$ cat config.mk
export PLATFORM = sky130hd
export DESIGN_NAME = zmod_rx_word_align
export DESIGN_NICKNAME = d
export VERILOG_FILES = /design/src/rtl/zmod_pkg.sv /design/src/rtl/zmod_sync2.sv /design/src/rtl/zmod_rx_word_align.sv
export SDC_FILE = /design/constraint.sdc
export NUM_CORES = 1
export LEC_CHECK = 0
export ABC_AREA = 1
export CORE_ASPECT_RATIO = 0.8
export CORE_MARGIN = 2
export CORE_UTILIZATION = 55
export DETAILED_ROUTE_END_ITERATION = 7
export DONT_BUFFER_PORTS = 1
export GPL_TIMING_DRIVEN = 0
export PLACE_DENSITY = 0.75
export SLEW_MARGIN = 0
export SYNTH_ARGS = -nofsm -noshare
export SYNTH_HDL_FRONTEND = slang
export SYNTH_SLANG_ARGS = --single-unit
$ cat constraint.sdc
create_clock -name clk -period 4.4 [get_ports clk]
set_input_delay 0.66 -clock clk [delete_from_list [all_inputs] [get_ports clk]]
set_output_delay 0.66 -clock clk [all_outputs]
set_load 0.005 [all_outputs]
$ cat src/rtl/zmod_pkg.sv
// Shared types and constants for the ZMOD receive word aligner.
package zmod_pkg;

    typedef enum logic [2:0] {
        WAIT_LOCK = 3'd0,
        SETTLE    = 3'd1,
        CHECK     = 3'd2,
        SLIP      = 3'd3,
        WAIT_SLIP = 3'd4,
        ALIGNED   = 3'd5,
        FAIL      = 3'd6
    } align_state_e;

    localparam logic [7:0] ZMOD_TRAIN_PATTERN = 8'h0F;

endpackage

$ cat src/rtl/zmod_sync2.sv
// Generic two-flop synchronizer with asynchronous active-high reset.
module zmod_sync2 #(
    parameter int W = 1
) (
    input  logic         clk,
    input  logic         rst,
    input  logic [W-1:0] d_i,
    output logic [W-1:0] q_o
);

    logic [W-1:0] meta_q;
    logic [W-1:0] sync_q;

    // meta_q may go metastable; only sync_q is consumed
    always_ff @(posedge clk or posedge rst) begin
        if (rst) begin
            meta_q <= '0;
            sync_q <= '0;
        end else begin
            meta_q <= d_i;
            sync_q <= meta_q;
        end
    end

    assign q_o = sync_q;

endmodule

$ cat src/rtl/zmod_rx_word_align.sv
// ISERDES word aligner: bitslips until the training word is seen MATCH_COUNT
// times in a row, then flags lock and qualifies the registered data stream.
module zmod_rx_word_align
    import zmod_pkg::*;
#(
    parameter int                 DATA_W        = 8,
    parameter logic [DATA_W-1:0]  TRAIN_PATTERN = DATA_W'(ZMOD_TRAIN_PATTERN),
    parameter int                 MATCH_COUNT   = 16,
    parameter int                 SETTLE_CYCLES = 32,
    parameter int                 SLIP_WAIT     = 4
) (
    input  logic              clk,
    input  logic              rst,
    input  logic              mmcm_locked,
    input  logic              retrain,
    input  logic [DATA_W-1:0] rx_data,
    output logic              bitslip,
    output logic              aligned,
    output logic              align_error,
    output logic [DATA_W-1:0] rx_data_out,
    output logic              rx_valid
);

    localparam int MATCH_W  = $clog2(MATCH_COUNT + 1);
    localparam int SLIP_W   = $clog2(DATA_W);
    localparam int SETTLE_W = $clog2(SETTLE_CYCLES + 1);
    localparam int WAIT_W   = $clog2(SLIP_WAIT + 1);

    logic lock_s;

    align_state_e        state_q, state_d;
    logic [MATCH_W-1:0]  match_cnt_q, match_cnt_d;
    logic [SLIP_W-1:0]   slip_cnt_q, slip_cnt_d;
    logic [SETTLE_W-1:0] settle_cnt_q, settle_cnt_d;
    logic [WAIT_W-1:0]   wait_cnt_q, wait_cnt_d;
    logic                bitslip_q, bitslip_d;
    logic                aligned_q, aligned_d;
    logic                align_error_q, align_error_d;
    logic [DATA_W-1:0]   rx_data_q;

    zmod_sync2 #(.W(1)) u_lock_sync (
        .clk (clk),
        .rst (rst),
        .d_i (mmcm_locked),
        .q_o (lock_s)
    );

    // Lock loss outranks retrain, which outranks every normal transition
    always_comb begin
        state_d      = state_q;
        match_cnt_d  = match_cnt_q;
        slip_cnt_d   = slip_cnt_q;
        settle_cnt_d = settle_cnt_q;
        wait_cnt_d   = wait_cnt_q;
        if (!lock_s) begin
            state_d      = WAIT_LOCK;
            match_cnt_d  = '0;
            slip_cnt_d   = '0;
            settle_cnt_d = '0;
            wait_cnt_d   = '0;
        end else if (retrain && (state_q != WAIT_LOCK)) begin
            state_d      = SETTLE;
            match_cnt_d  = '0;
            slip_cnt_d   = '0;
            settle_cnt_d = '0;
            wait_cnt_d   = '0;
        end else begin
            case (state_q)
                WAIT_LOCK: begin
                    state_d      = SETTLE;
                    match_cnt_d  = '0;
                    slip_cnt_d   = '0;
                    settle_cnt_d = '0;
                end
                SETTLE: begin
                    if (settle_cnt_q == SETTLE_W'(SETTLE_CYCLES - 1)) begin
                        state_d      = CHECK;
                        settle_cnt_d = '0;
                    end else begin
                        settle_cnt_d = settle_cnt_q + SETTLE_W'(1);
                    end
                end
                CHECK: begin
                    if (rx_data == TRAIN_PATTERN) begin
                        if (match_cnt_q == MATCH_W'(MATCH_COUNT - 1)) begin
                            state_d = ALIGNED;
                        end else begin
                            match_cnt_d = match_cnt_q + MATCH_W'(1);
                        end
                    end else begin
                        match_cnt_d = '0;
                        if (slip_cnt_q < SLIP_W'(DATA_W - 1)) begin
                            state_d = SLIP;
                        end else begin
                            state_d = FAIL;
                        end
                    end
                end
                SLIP: begin
                    slip_cnt_d = slip_cnt_q + SLIP_W'(1);
                    wait_cnt_d = '0;
                    state_d    = WAIT_SLIP;
                end
                WAIT_SLIP: begin
                    if (wait_cnt_q == WAIT_W'(SLIP_WAIT - 1)) begin
                        state_d    = CHECK;
                        wait_cnt_d = '0;
                    end else begin
                        wait_cnt_d = wait_cnt_q + WAIT_W'(1);
                    end
                end
                ALIGNED: state_d = ALIGNED;
                FAIL:    state_d = FAIL;
                default: state_d = WAIT_LOCK;
            endcase
        end
        bitslip_d     = (state_d == SLIP);
        aligned_d     = (state_q == ALIGNED) && (state_d == ALIGNED);
        align_error_d = (state_q == FAIL) && (state_d == FAIL);
    end

    always_ff @(posedge clk or posedge rst) begin
        if (rst) begin
            state_q       <= WAIT_LOCK;
            match_cnt_q   <= '0;
            slip_cnt_q    <= '0;
            settle_cnt_q  <= '0;
            wait_cnt_q    <= '0;
            bitslip_q     <= 1'b0;
            aligned_q     <= 1'b0;
            align_error_q <= 1'b0;
            rx_data_q     <= '0;
        end else begin
            state_q       <= state_d;
            match_cnt_q   <= match_cnt_d;
            slip_cnt_q    <= slip_cnt_d;
            settle_cnt_q  <= settle_cnt_d;
            wait_cnt_q    <= wait_cnt_d;
            bitslip_q     <= bitslip_d;
            aligned_q     <= aligned_d;
            align_error_q <= align_error_d;
            rx_data_q     <= rx_data;
        end
    end

    assign bitslip     = bitslip_q;
    assign aligned     = aligned_q;
    assign rx_valid    = aligned_q;
    assign align_error = align_error_q;
    assign rx_data_out = rx_data_q;

endmodule

## Yosys cells after proc, flatten, opt, wreduce, memory -nomap -nowiden

Cells that the tools add are included.

| storage, ports and cells | value |
|---|---|
| flip-flop bits (word level) | 33 |
| latch bits | 0 |
| RAM bits | 0 |
| ROM bits | 0 |
| output and inout port bits | 12 |
| logic and storage cells | 64 |
| memories kept | 0 |

| cells by class | value |
|---|---|
| $add $sub $neg | 4 |
| multiply operators | 0 |
| divide/modulo/power cells | 0 |
| magnitude comparators | 1 |
| equal/unequal tests | 18 |
| shift-type cells | 0 |
| mux-type cells | 24 |
| bitwise logic cells | 0 |
| reductions and logical operators | 6 |

Operator list:

| operator | number |
|---|---|
| 3-bit 2-to-1 mux | 12 |
| 3-bit one-hot mux with 7 select lines | 1 |
| 5-bit 2-to-1 mux | 4 |
| 6-bit 2-to-1 mux | 3 |
| 4-bit != test (second input constant) | 4 |
| 3-bit equality test (second input constant) | 5 |
| 3-bit by 2-bit equality test with 1-bit output (second input constant) | 4 |
| 3-bit one-hot mux with 2 select lines | 2 |
| 6-bit one-hot mux with 2 select lines | 1 |
| 5-bit one-hot mux with 2 select lines | 1 |
| 8-bit by 4-bit equality test with 1-bit output (second input constant) | 1 |
| 3-bit by 1-bit adder with 3-bit output (second input constant) | 2 |
| 6-bit by 1-bit adder with 6-bit output (second input constant) | 1 |
| 6-bit by 5-bit equality test with 1-bit output (second input constant) | 1 |
| 5-bit by 1-bit adder with 5-bit output (second input constant) | 1 |
| 5-bit by 4-bit equality test with 1-bit output (second input constant) | 1 |
| 5-bit != test (second input constant) | 1 |
| 3-bit by 1-bit equality test with 1-bit output (second input constant) | 1 |
| 1-bit logical AND | 3 |
| 3-bit logical NOT | 1 |
| 3-bit less-than comparator (second input constant) | 1 |
| 3-bit nonzero test | 1 |
| 2-bit AND reduction | 1 |

## Logic depth before layout (Yosys ltp)

Gate-level depths: netlist of run 1.

| logic depth | value |
|---|---|
| depth after elaboration | 8 |
| mapped depth | 10 |
| mapped depth without buffers | 10 |

## By module

A second synthesis of run 1 with hierarchy kept.

| unflattened totals | value |
|---|---|
| cells, all modules | 197 |
| area total of the unflattened synthesis | 1659.1 um^2 |

By module, submodules not included:

| module | instances | cells each | area each (um^2) | seq. area each (um^2) |
|---|---|---|---|---|
| zmod_rx_word_align | 1 | 194 | 1605.3 | 775.7 |
| zmod_sync2 | 1 | 3 | 53.8 | 50.0 |

## Worst setup path before layout of run 1

OpenSTA, ideal clock, no wires.

| path | value |
|---|---|
| path kind | input-to-reg |
| from | input rx_data[7] |
| to | register match_cnt_q[2] |
| arrival | 1.366 ns |
| data required time | 4.284 ns |
| path slack | 2.917 ns |
| stages | 10 |
| buffers on the path | 0 |
| cell sequence | inv_1 nand2_1 nor2_1 nand2_1 inv_1 nand3_1 nand2_2 nand2_1 nand2_1 nand2_1 |

| between the ends | value |
|---|---|
| longest elaborated chain between the ends | 5 |

RTL lines:

| element | line | text |
|---|---|---|
| from (decl) | zmod_rx_word_align.sv:16 | `input logic [DATA_W-1:0] rx_data,` |
| 8-bit by 4-bit equality test with 1-bit output * | zmod_rx_word_align.sv:84 | `if (rx_data == TRAIN_PATTERN) begin` |
| 5-bit 2-to-1 mux | zmod_rx_word_align.sv:84 |  |
| 5-bit one-hot mux with 2 select lines | zmod_rx_word_align.sv:68 | `case (state_q)` |
| 5-bit 2-to-1 mux | zmod_rx_word_align.sv:61 | `end else if (retrain && (state_q != WAIT_LOCK)) begin` |
| 5-bit 2-to-1 mux | zmod_rx_word_align.sv:55 | `if (!lock_s) begin` |
| to (signal assigned) | zmod_rx_word_align.sv:135 | `match_cnt_q <= match_cnt_d;` |
| to (decl) | zmod_rx_word_align.sv:32 | `logic [MATCH_W-1:0] match_cnt_q, match_cnt_d;` |

Every way passes the cells marked *; elsewhere a longest branch is shown, timed or not.
A chain may end at the register's enable or synchronous reset.

## Worst setup path after layout of run 1

| path | value |
|---|---|
| from | register match_cnt_q[0] |
| to | register bitslip_q (netlist: bitslip) |

| between the ends | value |
|---|---|
| longest elaborated chain between the ends | 7 |

RTL lines:

| element | line | text |
|---|---|---|
| 5-bit by 4-bit equality test with 1-bit output | zmod_rx_word_align.sv:85 | `if (match_cnt_q == MATCH_W'(MATCH_COUNT - 1)) begin` |
| 3-bit 2-to-1 mux | zmod_rx_word_align.sv:85 |  |
| 3-bit 2-to-1 mux | zmod_rx_word_align.sv:84 |  |
| 3-bit one-hot mux with 7 select lines | zmod_rx_word_align.sv:68 |  |
| 3-bit 2-to-1 mux | zmod_rx_word_align.sv:61 |  |
| 3-bit 2-to-1 mux | zmod_rx_word_align.sv:55 |  |
| 3-bit by 2-bit equality test with 1-bit output | zmod_rx_word_align.sv:117 | `bitslip_d = (state_d == SLIP);` |
| named net bitslip_d | zmod_rx_word_align.sv:36 | `logic bitslip_q, bitslip_d;` |
| to (signal assigned) | zmod_rx_word_align.sv:139 | `bitslip_q <= bitslip_d;` |
| to (decl) | zmod_rx_word_align.sv:36 |  |

The timed path passes the listed nets, and every way through them passes these cells.

==> results of run 1 <==
-- Yosys cell counts (2+ instances only) --
| cell | instances | area share [%] |
|---|---|---|
| ha_1 | 5 | 3.7 |
| nor2_2 | 2 | 0.75 |
| o22ai_1 | 3 | 1.1 |
| dfrtp_1 | 33 | 49 |
| nor2_1 | 20 | 4.5 |
| nor3_1 | 2 | 0.60 |
| nand2_1 | 35 | 7.9 |
| xor2_1 | 5 | 2.6 |
| nand2_4 | 2 | 1.3 |
| o21ai_0 | 6 | 1.8 |
| nand4_1 | 4 | 1.5 |
| inv_1 | 25 | 5.6 |
| inv_2 | 4 | 0.90 |
| nand3_1 | 31 | 9.3 |
| a21oi_1 | 7 | 2.1 |
| nand2_2 | 3 | 1.1 |
-- metrics by stage --
step           area (µm²)  cells
5_1_grt              1860    243
3_3_place_gp         1720    234
2_1_floorplan        1670    196
3_5_place_dp         1720    234
4_1_cts              1830    242
6_report             1860    243
-- power by group through the flow --
stage	clock [mW]	combinational (mW)	sequential, mW
6_report	0.285	0.0481	0.323
5_1_grt	0.304	0.0562	0.325
4_1_cts	0.291	0.0453	0.324
3_5_place_dp	0	0.0453	0.329
3_3_place_gp	0	0.0436	0.329
2_1_floorplan	0	0.0368	0.328
-- registers in the layout, indices dropped and copies added, names as in the netlist --
name                flops
align_error             1
aligned                 1
bitslip                 1
match_cnt_q             5
rx_data_out             8
settle_cnt_q            6
slip_cnt_q              3
state_q                 3
u_lock_sync.meta_q      1
u_lock_sync.q_o         1
wait_cnt_q              3
-- final cells by class --
cell class                 instances  area, µm²  share of cell area, %
buffer                             2       12.5                  0.673
clock buffer                       5       68.8                   3.70
tap                               38       47.5                   2.56
sequential                        33        826                   44.4
multi-input combinational        131        713                   38.4
clock inverter                     3       46.3                   2.49
timing repair buffer               1       27.5                   1.48
inverter                          30        118                   6.33
-- logic make-up (layout without fill, tap and decap cells) --
family          count (synthesis)  in the layout
compound gates                 19             19
fa+ha+maj                       5              5
buf+inv                        32             41
simple gates                  101            101
flops                          33             33
xor+xnor                        6              6
-- path summary, 6_finish.rpt --
| kind | endpoint | start | slack [ns] |
|---|---|---|---|
| setup / recovery | bitslip$_DFF_PP0_ | match_cnt_q[0]$_DFFE_PP0P_ | 2.69 |
| hold / removal | rx_data_out[1]$_DFF_PP0_ | rst | 0.34 |
| setup reg to reg | bitslip$_DFF_PP0_ | match_cnt_q[0]$_DFFE_PP0P_ | 2.69 |
| hold reg to reg | u_lock_sync.q_o$_DFF_PP0_ | u_lock_sync.meta_q$_DFF_PP0_ | 0.35 |
| max in group asynchronous | align_error$_DFF_PP0_ | rst | 3.55 |
| min in group clk | u_lock_sync.q_o$_DFF_PP0_ | u_lock_sync.meta_q$_DFF_PP0_ | 0.35 |
-- per-layer routing --
| layer | vias to the layer above | part of all wire [%] | global-route usage, % |
|---|---|---|---|
| li1 | 650 | - | - |
| met1 | 605 | 45 | 27.8 |
| met2 | 47 | 48 | 36.2 |
| met3 | 5 | 6.5 | 6.17 |
| met4 | 0 | 0.79 | 7.29 |
| met5 | - | 0 | 0 |
-- critical path: cells and delay by family (launching register included) --
kind | cells | cell delay [ns]
fa+ha+maj | 2 | 0.43
compound gates | 1 | 0.23
simple gates | 6 | 0.54
flops | 1 | 0.39
==> out/results.txt, run 1 <==
vias in the first global route - 1303
Final #Nets - 221
Primary FF master, synth - dfrtp_1
Die Footprint - 3490 µm²
Filler Cells Inserted - 230
drt wl/cell - 13.1 µm
Worst path max stage delay - 0.39 ns
Post-CTS Setup Bufs - 0
maximum vdd drop - 297 µV
Starting Density - 59.0%
minimum clock period - 1.71 ns
Crit path top cell by count - nor2_1
FMAX - 586 MHz
Clock Tree Buf Depth - 2
Post-Synth Adder-Cell Area - 3.75%
I/O pins - 24
largest family of logic cells by synthesized area - simple AND/OR/NAND/NOR gates
Leak Pwr - 0.920 nW
Final Hold Vio Count - 0
number of flops mapped to enable cells by yosys - 0
first drt pass iteration count - 4
CTS root buf - clkbuf_8
post-CTS sizing - 0
Die Wd - 65.6 µm
crit-path max FO - 4
clock slew at reported path FFs - 0.07 ns
vias - 1307
Setup TNS - 0 ns
die height - 53.3 µm
worst hold margin - 0.337 ns
CP required - 4.58 ns
synth warn - 0
NetSw - 0.157 mW
drt drc - 0
fin crit share - 38.8%
Distinct cells, synth - 25
cts bufs inserted - 5
Slew HR - 57.3%
overall power - 0.656 mW
P_int - 0.500 mW
XOR/XNOR share of the synthesized area - 3.15%
Avg Cell Area, Syn - 8.52 µm²
# port buffers - 0
commonest cells after routing, fill and taps aside - 35 x nand2_1, 33 x dfrtp_1, 31 x nand3_1, 25 x inv_1, 20 x nor2_1
Final HPWL DP - 2300 µm
outcome - complete, no violations
WL final - 3180 µm
post-synth net total - 213
largest net degree at the start of global routing - 34
Clock power frac - 43.4%
# diodes - 0
worst slack, placed - 2.67 ns
worst skew pair latency - 0.29 ns
commonest non-fill, non-tap cell in the layout - nand2_1
Reg2Reg Depth - 9
cell at the slowest stage of the critical path - dfrtp_1
crit path launch type - register
sequential-to-total area share from yosys stat - 49.5%
TritonCTS sink count - 33
PD cells - 353 nW/µm²
Max Slew Vio Count - 0
wire length of the first global-routing pass - 5610 µm
sequential power share - 49.3%
initial antenna violation count - 0
Compound-Gate Fraction of Synth Area - 7.20%
CP Cell Sequence - ha_1 > nand2_1 > nor2_1 > ha_1 > nor2_1 > o21ai_0 > nand3_1 > nand2_2 > nor2_1
Post-Syn Area - 1670 µm²
H-tree levels - 2
CTS tree - done
flip-flop and latch count after synthesis - 33
Final setup viols - 0
initial drt markers - 98
cell count after synthesis - 196
Global Route Usage Sum - 21.8%
FFs w/ async S/R, synth - 100%
RSZ-0062 raised after global routing - false
DR vias/cell - 5.38
synthesis-to-layout area growth - 11.4%
# hold bufs at CTS - 0
arrival time at the worst endpoint - 1.89 ns
endpoint class of the critical path - register
Comb pwr share - 7.3%
mux cell area share after synthesis - 0%
Worst Tran Pin Value - 0.640 ns
Hold Path Class - primary input to asynchronous set/reset pin
GRT overflow - 0
Placer Congestion - 0.855
clock skew - 0.00373 ns
row cnt - 17
fin util - 65.7%
fraction of layout cells with a size suffix above 1 - 13.2%
fraction of power spent switching nets - 23.9%
max_cap viols - 0
simple-gate portion of the synthesized area - 28.6%
core footprint - 2830 µm²
PnR worst setup slack - 2.69 ns
critical path class - register to register
antenna violation net count after detailed routing - 0
Power figures use the tool's default switching activity.
==> run 2: changes to the inputs <==
clock period = 1.6 ns   (was 4.4 ns; I/O delays follow)
==> run 2 against run 1 <==
Effect of this change: count of clock-buffer cells in the layout did not move; combinational power rose to 3.3 times the previous value; first-iteration DRC count rose by 1.0%; final cell count rose by 5.8%; clock power rose to 2.8 times the previous value.
==> out/results.txt, run 2 (synthesis gave the netlist of run 1 again) <==
Leak Pwr - 0.980 nW
hold path cells - 3
Max Slew Vio Count - 0
Final HPWL DP - 2300 µm
Placer Congestion - 0.855
Global Route Usage Sum - 23.7%
clock skew - 0.00516 ns
Hold Crit Start - retrain
NetSw - 0.443 mW
TritonCTS sink count - 33
CTS root buf - clkbuf_8
commonest cells after routing, fill and taps aside - 34 x nand2_1, 33 x dfrtp_1, 30 x nand3_1, 25 x inv_1, 20 x nor2_1
core footprint - 2830 µm²
Largest register FFs - 8
P_int - 1.39 mW
drt wl/cell - 13.8 µm
vias in the first global route - 1388
fin crit share - 98.1%
sequential power share - 48.5%
Die Wd - 65.6 µm
fin util - 70.9%
cts bufs inserted - 5
fraction of power spent switching nets - 24.1%
clock slew at reported path FFs - 0.07 ns
row cnt - 17
outcome - complete, no violations
reg2reg end - bitslip$_DFF_PP0_
antenna violation net count after detailed routing - 0
Worst Tran Pin Value - 0.658 ns
max_cap viols - 0
die height - 53.3 µm
worst skew pair latency - 0.29 ns
Clock Tree Buf Depth - 2
I/O pins - 24
H-tree levels - 2
vias - 1387
maximum vdd drop - 821 µV
# diodes - 0
WL final - 3550 µm
wire length of the first global-routing pass - 6060 µm
crit path launch type - register
Worst Path Buf+Inv - 0
Comb pwr share - 8.6%
r2r startpoint - match_cnt_q[1]$_DFFE_PP0P_
crit-path max FO - 4
Starting Density - 59.0%
Clock power frac - 42.9%
Setup TNS - 0 ns
RSZ-0062 raised after global routing - true
Slew HR - 56.1%
initial antenna violation count - 0
synthesis-to-layout area growth - 20.2%
Final setup viols - 0
CP top delay family - simple AND/OR/NAND/NOR gates
minimum clock period - 1.57 ns
# port buffers - 0
critical path class - register to register
CP required - 1.78 ns
GRT overflow - 0
Die Footprint - 3490 µm²
CP Cell Sequence - ha_2 > nand2_1 > nor2_1 > ha_2 > nor2_1 > o21ai_1 > nand3_1 > nand2_2 > nor2_1
largest net degree at the start of global routing - 34
Final #Nets - 235
Crit path top cell by count - nor2_1
Hold Path Class - primary input to register
drt drc - 0
fraction of layout cells with a size suffix above 1 - 16.0%
first drt pass iteration count - 4
Worst path max stage delay - 0.39 ns
initial drt markers - 99
arrival time at the worst endpoint - 1.75 ns
DR vias/cell - 5.40
FMAX - 637 MHz
endpoint class of the critical path - register
cell at the slowest stage of the critical path - dfrtp_1
Worst Hold End - slip_cnt_q[1]$_DFFE_PP0P_
Final Hold Vio Count - 0
Reg2Reg Depth - 9
commonest non-fill, non-tap cell in the layout - nand2_1
reg2reg setup slack - 0.03 ns
PD cells - 915 nW/µm²
CTS tree - done
## run 2: cell types whose count changed in the layout (fill, tap and decap cells not counted), sizes merged
cell         delta
dlygate4sd3    +10
buf             +4
## run 2: metal layers
metal	global-route usage (%)	share of wire (%)	routed length, µm
met5	0	0	0
met4	7.29	1.2	43
met3	6.17	4.4	156
met2	41.5	51	1800
met1	28.9	44	1540
## run 2: metrics by stage
step	worst slack, ns	hold slack, ns	area [µm²]	cells	total power, mW
after floorplan	0.190	0.271	1670	196	1.00
after global placement	-0.0149	0.271	1720	234	1.02
after detailed placement	-0.0149	0.271	1720	234	1.03
after CTS	0.00813	0.122	1930	252	1.83
after global routing	-0.0541	0.142	2010	257	1.91
final	0.0309	0.127	2010	257	1.84
## run 2: layout make-up
| type | instances | area, µm² |
|---|---|---|
| inverters | 30 | 118 |
| multi-input cells | 131 | 726 |
| plain buffers | 2 | 12.5 |
| repair buffers | 15 | 161 |
| clock inverters | 3 | 46.3 |
| well taps | 38 | 47.5 |
| flip-flops and latches | 33 | 826 |
| clock buffers | 5 | 68.8 |
| fillers | 213 | 823 |
## run 2: worst max path at each step
stage	cells past startpoint	slack, ns	startpoint	end
2_1_floorplan	10	0.19	match_cnt_q[0]$_DFFE_PP0P_	bitslip$_DFF_PP0_
3_3_place_gp	9	-0.01	match_cnt_q[0]$_DFFE_PP0P_	bitslip$_DFF_PP0_
3_5_place_dp	9	-0.01	match_cnt_q[0]$_DFFE_PP0P_	bitslip$_DFF_PP0_
4_1_cts	9	0.008	match_cnt_q[1]$_DFFE_PP0P_	bitslip$_DFF_PP0_
5_1_grt	9	-0.05	match_cnt_q[1]$_DFFE_PP0P_	match_cnt_q[2]$_DFFE_PP0P_
6_report	9	0.03	match_cnt_q[1]$_DFFE_PP0P_	bitslip$_DFF_PP0_
## run 2: worst register-to-register path, cell delays in order (launching register included)
cell     delay, ns
dfrtp_1       0.39
ha_2          0.20
nand2_1       0.06
nor2_1        0.10
ha_2          0.22
nor2_1        0.05
o21ai_1       0.16
nand3_1       0.13
nand2_2       0.11
nor2_1        0.06
## run 2: what timing repair did
action	in CTS	in global routing
endpoints found under the setup margin	3	9
resized for setup	1	6
setup buffers	1	3
endpoints found under the hold margin	9	14
pin swaps	0	3
hold buffers	9	1
## run 2: power by group through the flow
stage / combinational, mW / sequential, mW / clock (mW)
finish: 0.158 / 0.890 / 0.788
global route: 0.181 / 0.894 / 0.836
detailed placement: 0.124 / 0.905 / 0
global placement: 0.120 / 0.905 / 0
CTS: 0.142 / 0.890 / 0.799
floorplan: 0.101 / 0.901 / 0
==> run 3: changes to the inputs <==
CELL_PAD_IN_SITES_DETAIL_PLACEMENT = 0   (was not set)
CELL_PAD_IN_SITES_GLOBAL_PLACEMENT = 1   (was not set)
CORE_UTILIZATION = 46   (was 55)
PLACE_DENSITY = 0.82   (was 0.75)
==> run 3 against run 2 <==
Effect of this change: clock skew up 0.0022 ns; total power shrank 2.3%; clock power is 5.2% lower; combinational power about the same; sequential share of layout area grew 0.35 points; via count is 1.4% lower; maximum frequency increased by 1.9%; global-route usage decreased by 4.4 points; first-iteration DRC count down 41%; worst hold slack better by 0.036 ns; critical path depth fell by 1; register-to-register slack improved by 0.03 ns; largest cell class unchanged; largest power group unchanged.
==> out/results.txt, run 3 (synthesis gave the netlist of run 1 again) <==
core footprint - 3450 µm²
worst slack, placed - 0.0155 ns
commonest cells after routing, fill and taps aside - 34 x nand2_1, 32 x dfrtp_1, 30 x nand3_1, 23 x inv_1, 19 x nor2_1
synthesis-to-layout area growth - 19.3%
critical path class - register to register
r2r startpoint - match_cnt_q[0]$_DFFE_PP0P_
reg2reg end - state_q[2]$_DFF_PP0_
cts bufs inserted - 5
clock slew at reported path FFs - 0.07 ns
DR vias/cell - 5.30
overall power - 1.79 mW
Reg2Reg Depth - 8
Hold Crit Start - retrain
outcome - complete, no violations
arrival time at the worst endpoint - 1.73 ns
maximum vdd drop - 593 µV
Worst Tran Pin Value - 0.693 ns
# port buffers - 0
vias - 1367
reg2reg setup slack - 0.06 ns
die height - 57.9 µm
crit-path max FO - 4
fin util - 57.8%
CTS root buf - clkbuf_8
Starting Density - 48.4%
Max Slew Vio Count - 0
endpoint class of the critical path - register
Slew HR - 53.5%
I/O pins - 24
hold path cells - 3
# diodes - 0
worst skew pair latency - 0.28 ns
fraction of layout cells with a size suffix above 1 - 16.2%
vias in the first global route - 1410
Die Footprint - 4130 µm²
Die Wd - 71.3 µm
Hold Path Class - primary input to register
FMAX - 650 MHz
minimum clock period - 1.54 ns
Worst Hold End - slip_cnt_q[1]$_DFFE_PP0P_
largest net degree at the start of global routing - 34
Clock Tree Buf Depth - 2
wire length of the first global-routing pass - 6130 µm
row cnt - 19
TritonCTS sink count - 33
RSZ-0062 raised after global routing - true
initial drt markers - 58
CP required - 1.79 ns
Largest register FFs - 8
Placer Congestion - 0.880
Final Hold Vio Count - 0
initial antenna violation count - 0
commonest non-fill, non-tap cell in the layout - nand2_1
WL final - 3640 µm
H-tree levels - 2
PD cells - 900 nW/µm²
fin crit share - 96.2%
first drt pass iteration count - 4
Final HPWL DP - 2600 µm
GRT overflow - 0
Global Route Usage Sum - 19.3%
crit path launch type - register
Final setup viols - 0
CTS tree - done
antenna violation net count after detailed routing - 0
clock skew - 0.00740 ns
drt wl/cell - 14.1 µm
Final #Nets - 233
PnR worst setup slack - 0.0606 ns
max_cap viols - 0
drt drc - 0
Leak Pwr - 0.964 nW
start point of the critical path - match_cnt_q[0]$_DFFE_PP0P_
-- run 3: layout make-up --
class,instances,area [µm²]
fillers,291,1460
inverters,30,120
clock buffers,5,68.8
well taps,42,52.6
clock inverters,2,35.0
plain buffers,2,12.5
multi-input cells,131,733
repair buffers,13,143
flip-flops and latches,33,827
-- run 3: worst max-delay path, stage by stage, from the launching register on --
cell,delay [ns]
dfrtp_1,0.39
ha_2,0.20
nand2_1,0.05
nor2_1,0.12
ha_2,0.23
nor2_1,0.05
o21ai_0,0.17
nand2_1,0.07
a21oi_1,0.16
-- run 3: metrics by stage --
| step | hold WS (ns) | setup TNS [ns] | instances | cell area (µm²) |
|---|---|---|---|---|
| floorplan | 0.271 | 0 | 196 | 1670 |
| global placement | 0.271 | 0 | 238 | 1720 |
| finish | 0.163 | 0 | 258 | 1990 |
| detailed placement | 0.271 | 0 | 238 | 1720 |
| global route | 0.178 | -0.138 | 258 | 1990 |
| CTS | 0.159 | 0 | 254 | 1920 |
-- run 3: how the worst max path moves through the flow --
| stage | end | cells after the start |
|---|---|---|
| after floorplan | bitslip$_DFF_PP0_ | 10 |
| after global placement | align_error$_DFF_PP0_ | 9 |
| after detailed placement | match_cnt_q[2]$_DFFE_PP0P_ | 9 |
| after CTS | match_cnt_q[0]$_DFFE_PP0P_ | 9 |
| after global routing | state_q[2]$_DFF_PP0_ | 8 |
| final | state_q[2]$_DFF_PP0_ | 8 |
-- run 3: timing repair --
action                                 CTS  global route
setup buffers                            0             2
setup endpoints to repair                0            10
hold buffers                             9             1
gates resized for setup                  0            10
endpoints found under the hold margin    9            18
-- run 3: per-layer routing --
layer	share of wire, %	routed length [µm]	track usage (%)
met5	0	0	0
met1	45	1630	24.5
met4	1.8	65	6.20
met2	49	1770	32.7
met3	4.6	168	4.70
-- run 3: report_power, final --
part	switching (mW)	internal, mW	leakage [nW]
Sequential	0.0264	0.864	0.434
Clock	0.294	0.452	0.0540
Combinational	0.0937	0.0617	0.477
Total	0.414	1.38	0.964
